$ cat config.mk
export PLATFORM = sky130hd
export DESIGN_NAME = tia_beam_sched
export DESIGN_NICKNAME = d
export VERILOG_FILES = /design/src/rtl/tia_beam_sched.sv
export SDC_FILE = /design/constraint.sdc
export NUM_CORES = 1
export LEC_CHECK = 0
export CAP_MARGIN = 20
export CORE_MARGIN = 5
export CORE_UTILIZATION = 30
export CTS_BUF_LIST = sky130_fd_sc_hd__clkbuf_16
export DETAILED_ROUTE_END_ITERATION = 10
export HOLD_SLACK_MARGIN = 0.1
export PLACE_DENSITY = 0.56
export REMOVE_ABC_BUFFERS = 1
export SLEW_MARGIN = 10
export SYNTH_ARGS = -nofsm -noshare
export SYNTH_HDL_FRONTEND = slang
export SYNTH_SLANG_ARGS = --single-unit
$ cat constraint.sdc
create_clock -name clk_i -period 2.21 [get_ports clk_i]
set_clock_uncertainty 0.1 [all_clocks]
set_input_delay 0.442 -clock clk_i [delete_from_list [all_inputs] [get_ports clk_i]]
set_output_delay 0.442 -clock clk_i [all_outputs]
set_load 0.05 [all_outputs]
$ cat src/rtl/tia_beam_sched.sv
// Beam scheduler for a TIA-style display: paces beam steps against an LCD sink and stalls the CPU on WSYNC.
// Optional completed-frame counter is enabled by defining TIA_SCHED_FRAME_CNT_EN.
module tia_beam_sched #(
    parameter int H_TOTAL  = 456,
    parameter int H_ACTIVE = 320,
    parameter int V_TOTAL  = 262,
    parameter int V_ACTIVE = 240,
    parameter int V_TOP    = 24,
    parameter int V_BOT    = 226,
    parameter int PIX_GAP  = 8
) (
    input  logic       clk_i,
    input  logic       rst_ni,
    input  logic       wsync_i,
    input  logic       vsync_i,
    input  logic       lcd_busy_i,
    output logic [8:0] xpos_o,
    output logic [8:0] ypos_o,
    output logic       pix_req_o,
    output logic       pix_blank_o,
    output logic       reset_cursor_o,
    output logic       stall_cpu_o,
    output logic [7:0] frame_cnt_o
);

    localparam int GW = (PIX_GAP < 1) ? 1 : $clog2(PIX_GAP + 1);
    localparam logic [GW-1:0] GAP_MAX     = GW'(PIX_GAP);
    localparam logic [8:0]    X_LAST      = 9'(H_TOTAL - 1);
    localparam logic [8:0]    X_ACT_LAST  = 9'(H_ACTIVE - 1);
    localparam logic [8:0]    X_ACT       = 9'(H_ACTIVE);
    localparam logic [8:0]    Y_ACT       = 9'(V_ACTIVE);
    localparam logic [8:0]    Y_TOP       = 9'(V_TOP);
    localparam logic [8:0]    Y_BOT       = 9'(V_BOT);
    localparam logic [8:0]    Y_PARK_FROM = 9'(V_TOTAL - 2);
    localparam logic [8:0]    Y_PARKED    = 9'(V_TOTAL - 1);

    typedef enum logic {
        S_RUN,
        S_PARKED
    } state_t;

    state_t        state_q, state_d;
    logic [8:0]    xpos_q, xpos_d;
    logic [8:0]    ypos_q, ypos_d;
    logic [GW-1:0] gap_q, gap_d;
    logic          adv_q, adv_d;
    logic          pix_req_q, pix_req_d;
    logic          pix_blank_q, pix_blank_d;
    logic          reset_cursor_q, reset_cursor_d;
    logic          stall_q, stall_d;
    logic          step_c;

    // adv_q is set the cycle after a step: coordinates stay at their pre-step
    // values alongside pix_req_o and move one cycle later.
    assign step_c = (state_q == S_RUN) && (gap_q == GAP_MAX) && !lcd_busy_i
                    && !pix_req_q && !adv_q && !vsync_i;

    always_comb begin
        state_d        = state_q;
        xpos_d         = xpos_q;
        ypos_d         = ypos_q;
        gap_d          = (gap_q < GAP_MAX) ? gap_q + GW'(1) : gap_q;
        adv_d          = 1'b0;
        pix_req_d      = 1'b0;
        pix_blank_d    = 1'b0;
        reset_cursor_d = 1'b0;
        stall_d        = stall_q;

        if (vsync_i) begin
            // vsync outranks everything, including a coincident wsync.
            state_d        = S_RUN;
            xpos_d         = 9'd0;
            ypos_d         = 9'd0;
            gap_d          = '0;
            reset_cursor_d = 1'b1;
            stall_d        = 1'b0;
        end else begin
            if (adv_q) begin
                if (xpos_q == X_LAST) begin
                    xpos_d = 9'd0;
                    if (ypos_q == Y_PARK_FROM) begin
                        ypos_d  = Y_PARKED;
                        state_d = S_PARKED;
                    end else begin
                        ypos_d = ypos_q + 9'd1;
                    end
                end else begin
                    xpos_d = xpos_q + 9'd1;
                end
            end

            if (step_c) begin
                gap_d       = '0;
                adv_d       = 1'b1;
                pix_req_d   = (xpos_q < X_ACT) && (ypos_q < Y_ACT);
                pix_blank_d = (ypos_q < Y_TOP) || (ypos_q >= Y_BOT);
                if (xpos_q == X_ACT_LAST) begin
                    stall_d = 1'b0;
                end
            end

            if (wsync_i) begin
                stall_d = 1'b1;
            end
        end
    end

    always_ff @(posedge clk_i or negedge rst_ni) begin
        if (!rst_ni) begin
            state_q        <= S_RUN;
            xpos_q         <= 9'd0;
            ypos_q         <= 9'd0;
            gap_q          <= '0;
            adv_q          <= 1'b0;
            pix_req_q      <= 1'b0;
            pix_blank_q    <= 1'b0;
            reset_cursor_q <= 1'b0;
            stall_q        <= 1'b0;
        end else begin
            state_q        <= state_d;
            xpos_q         <= xpos_d;
            ypos_q         <= ypos_d;
            gap_q          <= gap_d;
            adv_q          <= adv_d;
            pix_req_q      <= pix_req_d;
            pix_blank_q    <= pix_blank_d;
            reset_cursor_q <= reset_cursor_d;
            stall_q        <= stall_d;
        end
    end

    assign xpos_o         = xpos_q;
    assign ypos_o         = ypos_q;
    assign pix_req_o      = pix_req_q;
    assign pix_blank_o    = pix_blank_q;
    assign reset_cursor_o = reset_cursor_q;
    assign stall_cpu_o    = stall_q;

`ifdef TIA_SCHED_FRAME_CNT_EN
    logic [7:0] frame_cnt_q, frame_cnt_d;

    always_comb begin
        frame_cnt_d = frame_cnt_q;
        if (vsync_i) begin
            frame_cnt_d = frame_cnt_q + 8'd1;
        end
    end

    always_ff @(posedge clk_i or negedge rst_ni) begin
        if (!rst_ni) begin
            frame_cnt_q <= 8'd0;
        end else begin
            frame_cnt_q <= frame_cnt_d;
        end
    end

    assign frame_cnt_o = frame_cnt_q;
`else
    assign frame_cnt_o = 8'd0;
`endif

endmodule

# Word level (Yosys, flattened, before mapping)
# Cells that the tools add are included.
# classes
addsub	3
magnitude_cmp	5
n_eq_ne	4
mux	25
bitwise	1
n_reduce_logical	20
# ops
op	count
2-to-1 mux 9 bit	7
equality test 9 bit (second input constant)	3
adder 9 x 1 -> 9 bit (second input constant)	2
2-to-1 mux 1 bit	15
2-to-1 mux 4 bit	3
greater-or-equal comparator 9 x 8 -> 1 bit (second input constant)	1
less-than comparator 9 x 5 -> 1 bit (second input constant)	1
less-than comparator 9 x 8 -> 1 bit (second input constant)	1
less-than comparator 9 bit (second input constant)	1
nonzero test 3 bit	3
logical AND 1 bit	6
nonzero test 2 bit	3
adder 4 x 1 -> 4 bit (second input constant)	1
equality test 4 bit (second input constant)	1
zero test 1 bit	4
less-than comparator 4 bit (second input constant)	1
AND reduction 2 bit	2
AND reduction 3 bit	1
logical OR 1 bit	1
NOT 1 bit	1
# totals
register_bits	28
inputBits	5
wordCells	67

# Logic depth before layout (Yosys ltp)
# depth
ltp_word	9
ltp_mapped	6

# Worst setup path before layout
# Ideal clock, no wire load.
# synth_timing
kind	flip-flop to flip-flop
startpoint	reg xpos_q[3], in the netlist xpos_o[3]
endpoint	reg ypos_q[8], in the netlist ypos_o[8]
setup_time_ns	0.128
arrival_time_ns	2.140
t_required_ns	1.982
slack_ns	-0.157
stages_incl_launch_ff	5
path_buffers	0
period_less_slack_ns	2.367
path_cell_list	dfrtp_1 -> or4b_4 -> or3_4 -> nor4_4 -> mux2_1
# synth_via
elab_chain_len	3
# synth_rtl
element	line_no	rtl
start, declared	43	logic [8:0] xpos_q, xpos_d;
start signal, assigned	121	xpos_q <= xpos_d;
equality test 9 bit	79	if (xpos_q == X_LAST) begin
nonzero test 2 bit (no source line)	n/a	
AND reduction 2 bit (no source line)	n/a	
end signal, assigned	122	ypos_q <= ypos_d;
end, declared	44	logic [8:0] ypos_q, ypos_d;
# Every way passes these cells.
# A chain may end at the register's enable or synchronous reset.

# Worst setup path in the final report
# layout_timing
startpoint	reg ypos_q[8], in the netlist ypos_o[8]
endpoint	out ypos_o[8]
# layout_rtl
element	line_no	rtl
end, declared	18	output logic [8:0] ypos_o,
# No word-level cell between the ends.

==> results by group <==
Placement
  • Number of port buffers: 26
  • Dpl cell area: 0.001967 mm^2
  • Dpl hpwl: 2706 um
  • Dpl ws: 0.02757 ns
  • GP Congestion: 0.7716

Critical path
  • Crit Path Max Fanout: 6
  • Max incr delay on CP: 0.85 ns
  • Worst Setup Start Kind: register
  • Delay-heaviest family, CP: buffers and inverters
  • Critical path type: reg2out
  • WP data required: 1.67 ns
  • CP Buf/Inv Count: 1
  • Crit. End Element: output port
  • Arr. time, crit path: 1.58 ns
  • Critical-path cell list: clkdlybuf4s50_1
  • Worst path slowest cell: clkdlybuf4s50_1

Power
  • Switching Fraction: 0.2124
  • Reg power frac: 0.458
  • Cell-internal power: 904.7 uW
  • Leakage: 0.9241 nW
  • Clock power frac: 0.461
  • Worst vdd ir: 0.0006002 V
  • Pwr Density: 554.4 mW/mm^2
  • NetSw: 244.0 uW
  • Combinational cell fraction of total power: 0.081

Floorplan
  • Core area: 0.005075 mm^2
  • I/O Pins: 35
  • Die X: 82.12 um
  • Die area: 0.006743 mm^2
  • Initial core utilization: 0.3074
  • Row cnt: 26
  • Chip height: 82.12 um

Timing
  • Finish-stage setup viols: 0
  • Fin crit period: 2.119 ns
  • Final Hold Viols: 0
  • Period utilisation layout: 0.9587
  • Fin Setup TNS: 0 ns
  • Slew Viols, Final: 0
  • Slew margin rel.: 0.6633
  • FMAX: 472.0 MHz
  • WHS: 0.4088 ns
  • RSZ-0062 raised after global routing: false
  • Final Worst Setup Slack: 0.09130 ns
  • Worst-Margin Slew: 0.5035 ns

Yosys
  • Synth Area in XOR/XNOR: 0.05052
  • Simple-Gate Fraction of Synth Area: 0.2438
  • Post-synthesis register bit count: 28
  • Cell variety after synth: 43
  • Synth Area in Adders: 0.04010
  • Area contributors post-synth: dfrtp_1 45%, buf_4 4.3%, ha_1 4.0%
  • Number of warnings issued by yosys: 0
  • Sequential area share after synthesis: 0.4491
  • Largest family of logic cells by synthesized area: simple AND/OR/NAND/NOR gates
  • Number of flops mapped to enable cells by yosys: 0
  • Synth Area in Compound Gates: 0.1067
  • Ys async rst share: 1.000
  • Area leader, netlist: dfrtp_1
  • Mux contribution to synthesized area: 0.02727
  • Share of the synthesized area in the top cell type: 0.4491
  • Main synth FF type: dfrtp_1
  • Avg Inst Size Synth: 9.631 um^2
  • Synthesized instance count: 162
  • Post-Syn Area: 0.001560 mm^2

GRT
  • GRT Resource Usage Total: 0.1136
  • Initial antenna violation count: 0
  • GRT Residual Overflow: 0
  • Largest net degree at the start of global routing: 29
  • Vias in the first global route: 1228
  • First-pass GRT wire length: 5920 um

Final layout
  • Final Util: 0.4083
  • Multi-input combinational cell area: 760.7 um^2
  • FILL cells: 514
  • Sequential cell area: 700.7 um^2
  • Layout cell share with drive strength beyond 1: 0.1733
  • Area growth, synth to finish: 32.80%
  • Nets: 213
  • # diodes: 0
  • Fin area: 0.002072 mm^2

Drt
  • WL final: 3598 um
  • Detailed-route DRC error count: 0
  • Vias per cell: 4.721
  • Vias: 1284
  • First-pass DRT Iterations: 4
  • Antenna-violating nets left: 0
  • Routed WL per cell: 13.23 um
  • 1st-iter DRT viols: 46

Worst hold path
  • HP Class: reg2reg

Clock network
  • Clock transition at path regs: 0.07 ns
  • Clk root buf: clkbuf_16
  • H-Tree Depth: 1
  • Hold bufs inserted after CTS: 0
  • CTS sink cnt: 28
  • TritonCTS clock tree: yes
  • Cts bufs inserted: 3
  • Resized Gates After CTS: 0
  • Clk_lat worst skew: 0.26 ns
  • Max Root-Sink Buffers: 2
  • Setup Fix Bufs, Post-CTS: 0

Run status
  • Status: completed

Flow run
  • Max-Cap Viols: 0
==> layer usage <==
| layer | up-vias | GRT usage | wire length [um] |
|---|---|---|---|
| met2 | 31 | 0.1769 | 1593 |
| met3 | 2 | 0.03254 | 170 |
| met4 | 0 | 0.01661 | 19 |
| met1 | 603 | 0.1597 | 1814 |
| li1 | 648 | - | - |
| met5 | - | 0 | 0 |
==> stage by stage <==
stage | power, mW | std cells
global placement | 0.6291 | 268
detailed placement | 0.6304 | 268
CTS | 1.170 | 272
global route | 1.189 | 272
finish | 1.149 | 272
floorplan | 0.5916 | 153
==> registers in the layout, summed over array words and instances, names as in the netlist <==
signal and count:
reset_cursor_o 1, stall_cpu_o 1, pix_req_o 1, pix_blank_o 1, xpos_o 9, adv_q 1, state_q 1, ypos_o 9
gap_q 4
==> final timing paths <==
kind                              to       from  slack (ns)  cells after the start
min reg2reg                  state_q    state_q        0.41                      2
min in group asynchronous  ypos_o[0]     rst_ni        0.46                      2
max                        ypos_o[8]  ypos_o[8]        0.09                      1
min                          state_q    state_q        0.41                      2
max in group asynchronous  xpos_o[6]     rst_ni        1.28                      2
max reg2reg                ypos_o[8]  xpos_o[3]        0.16                      4
==> power groups by stage <==
stage	combinational, mW	sequential, mW	clock [mW]
finish	0.0929	0.526	0.530
global route	0.101	0.528	0.561
CTS	0.0949	0.526	0.549
detailed placement	0.0944	0.536	0
global placement	0.0932	0.536	0
floorplan	0.0483	0.543	0
==> cell families (layout without fill, tap and decap cells) <==
kind of cell               Yosys count  after routing
and+or+nand+nor                     68             68
DFF                                 28             28
buffers and inverters               24             57
AOI/OAI and AO/OA                   23             23
xor gates and xnor gates             9              9
adders and majority gates            5              5
muxes                                4              4
other                                1              8
==> cells in the mapped netlist, drive strengths merged, types with 5 or more instances <==
cell,number
nand2,9
nand4,5
buf,11
o21ai,5
nor4,7
dfrtp,28
ha,5
a21oi,6
inv,8
nand3,7
nor3,10
xnor2,5
clkbuf,5
nor2,16
==> final cells by class <==
| cell class | count | area share |
|---|---|---|
| clock buffers | 3 | 0.03623 |
| inverters | 8 | 0.01449 |
| clock inverters | 1 | 0.01449 |
| repair buffers | 45 | 0.1872 |
| well taps | 70 | 0.04227 |
| flip-flops and latches | 28 | 0.3382 |
| multi-input cells | 117 | 0.3671 |
==> placed cells by master, fill, tap and decap left out, types with 3 or more instances in the layout <==
cell / n
nor3_1: 10
clkdlybuf4s50_1: 20
xor2_1: 4
xnor2_1: 5
nor2_1: 16
o21ai_0: 5
nor2b_1: 3
a21oi_1: 6
clkbuf_16: 3
ha_1: 5
nand4_1: 5
buf_4: 25
conb_1: 8
nor4_1: 6
nand3_1: 7
nand2_1: 9
inv_1: 8
dfrtp_1: 28
No activity file was read; power rests on OpenSTA's default activity.
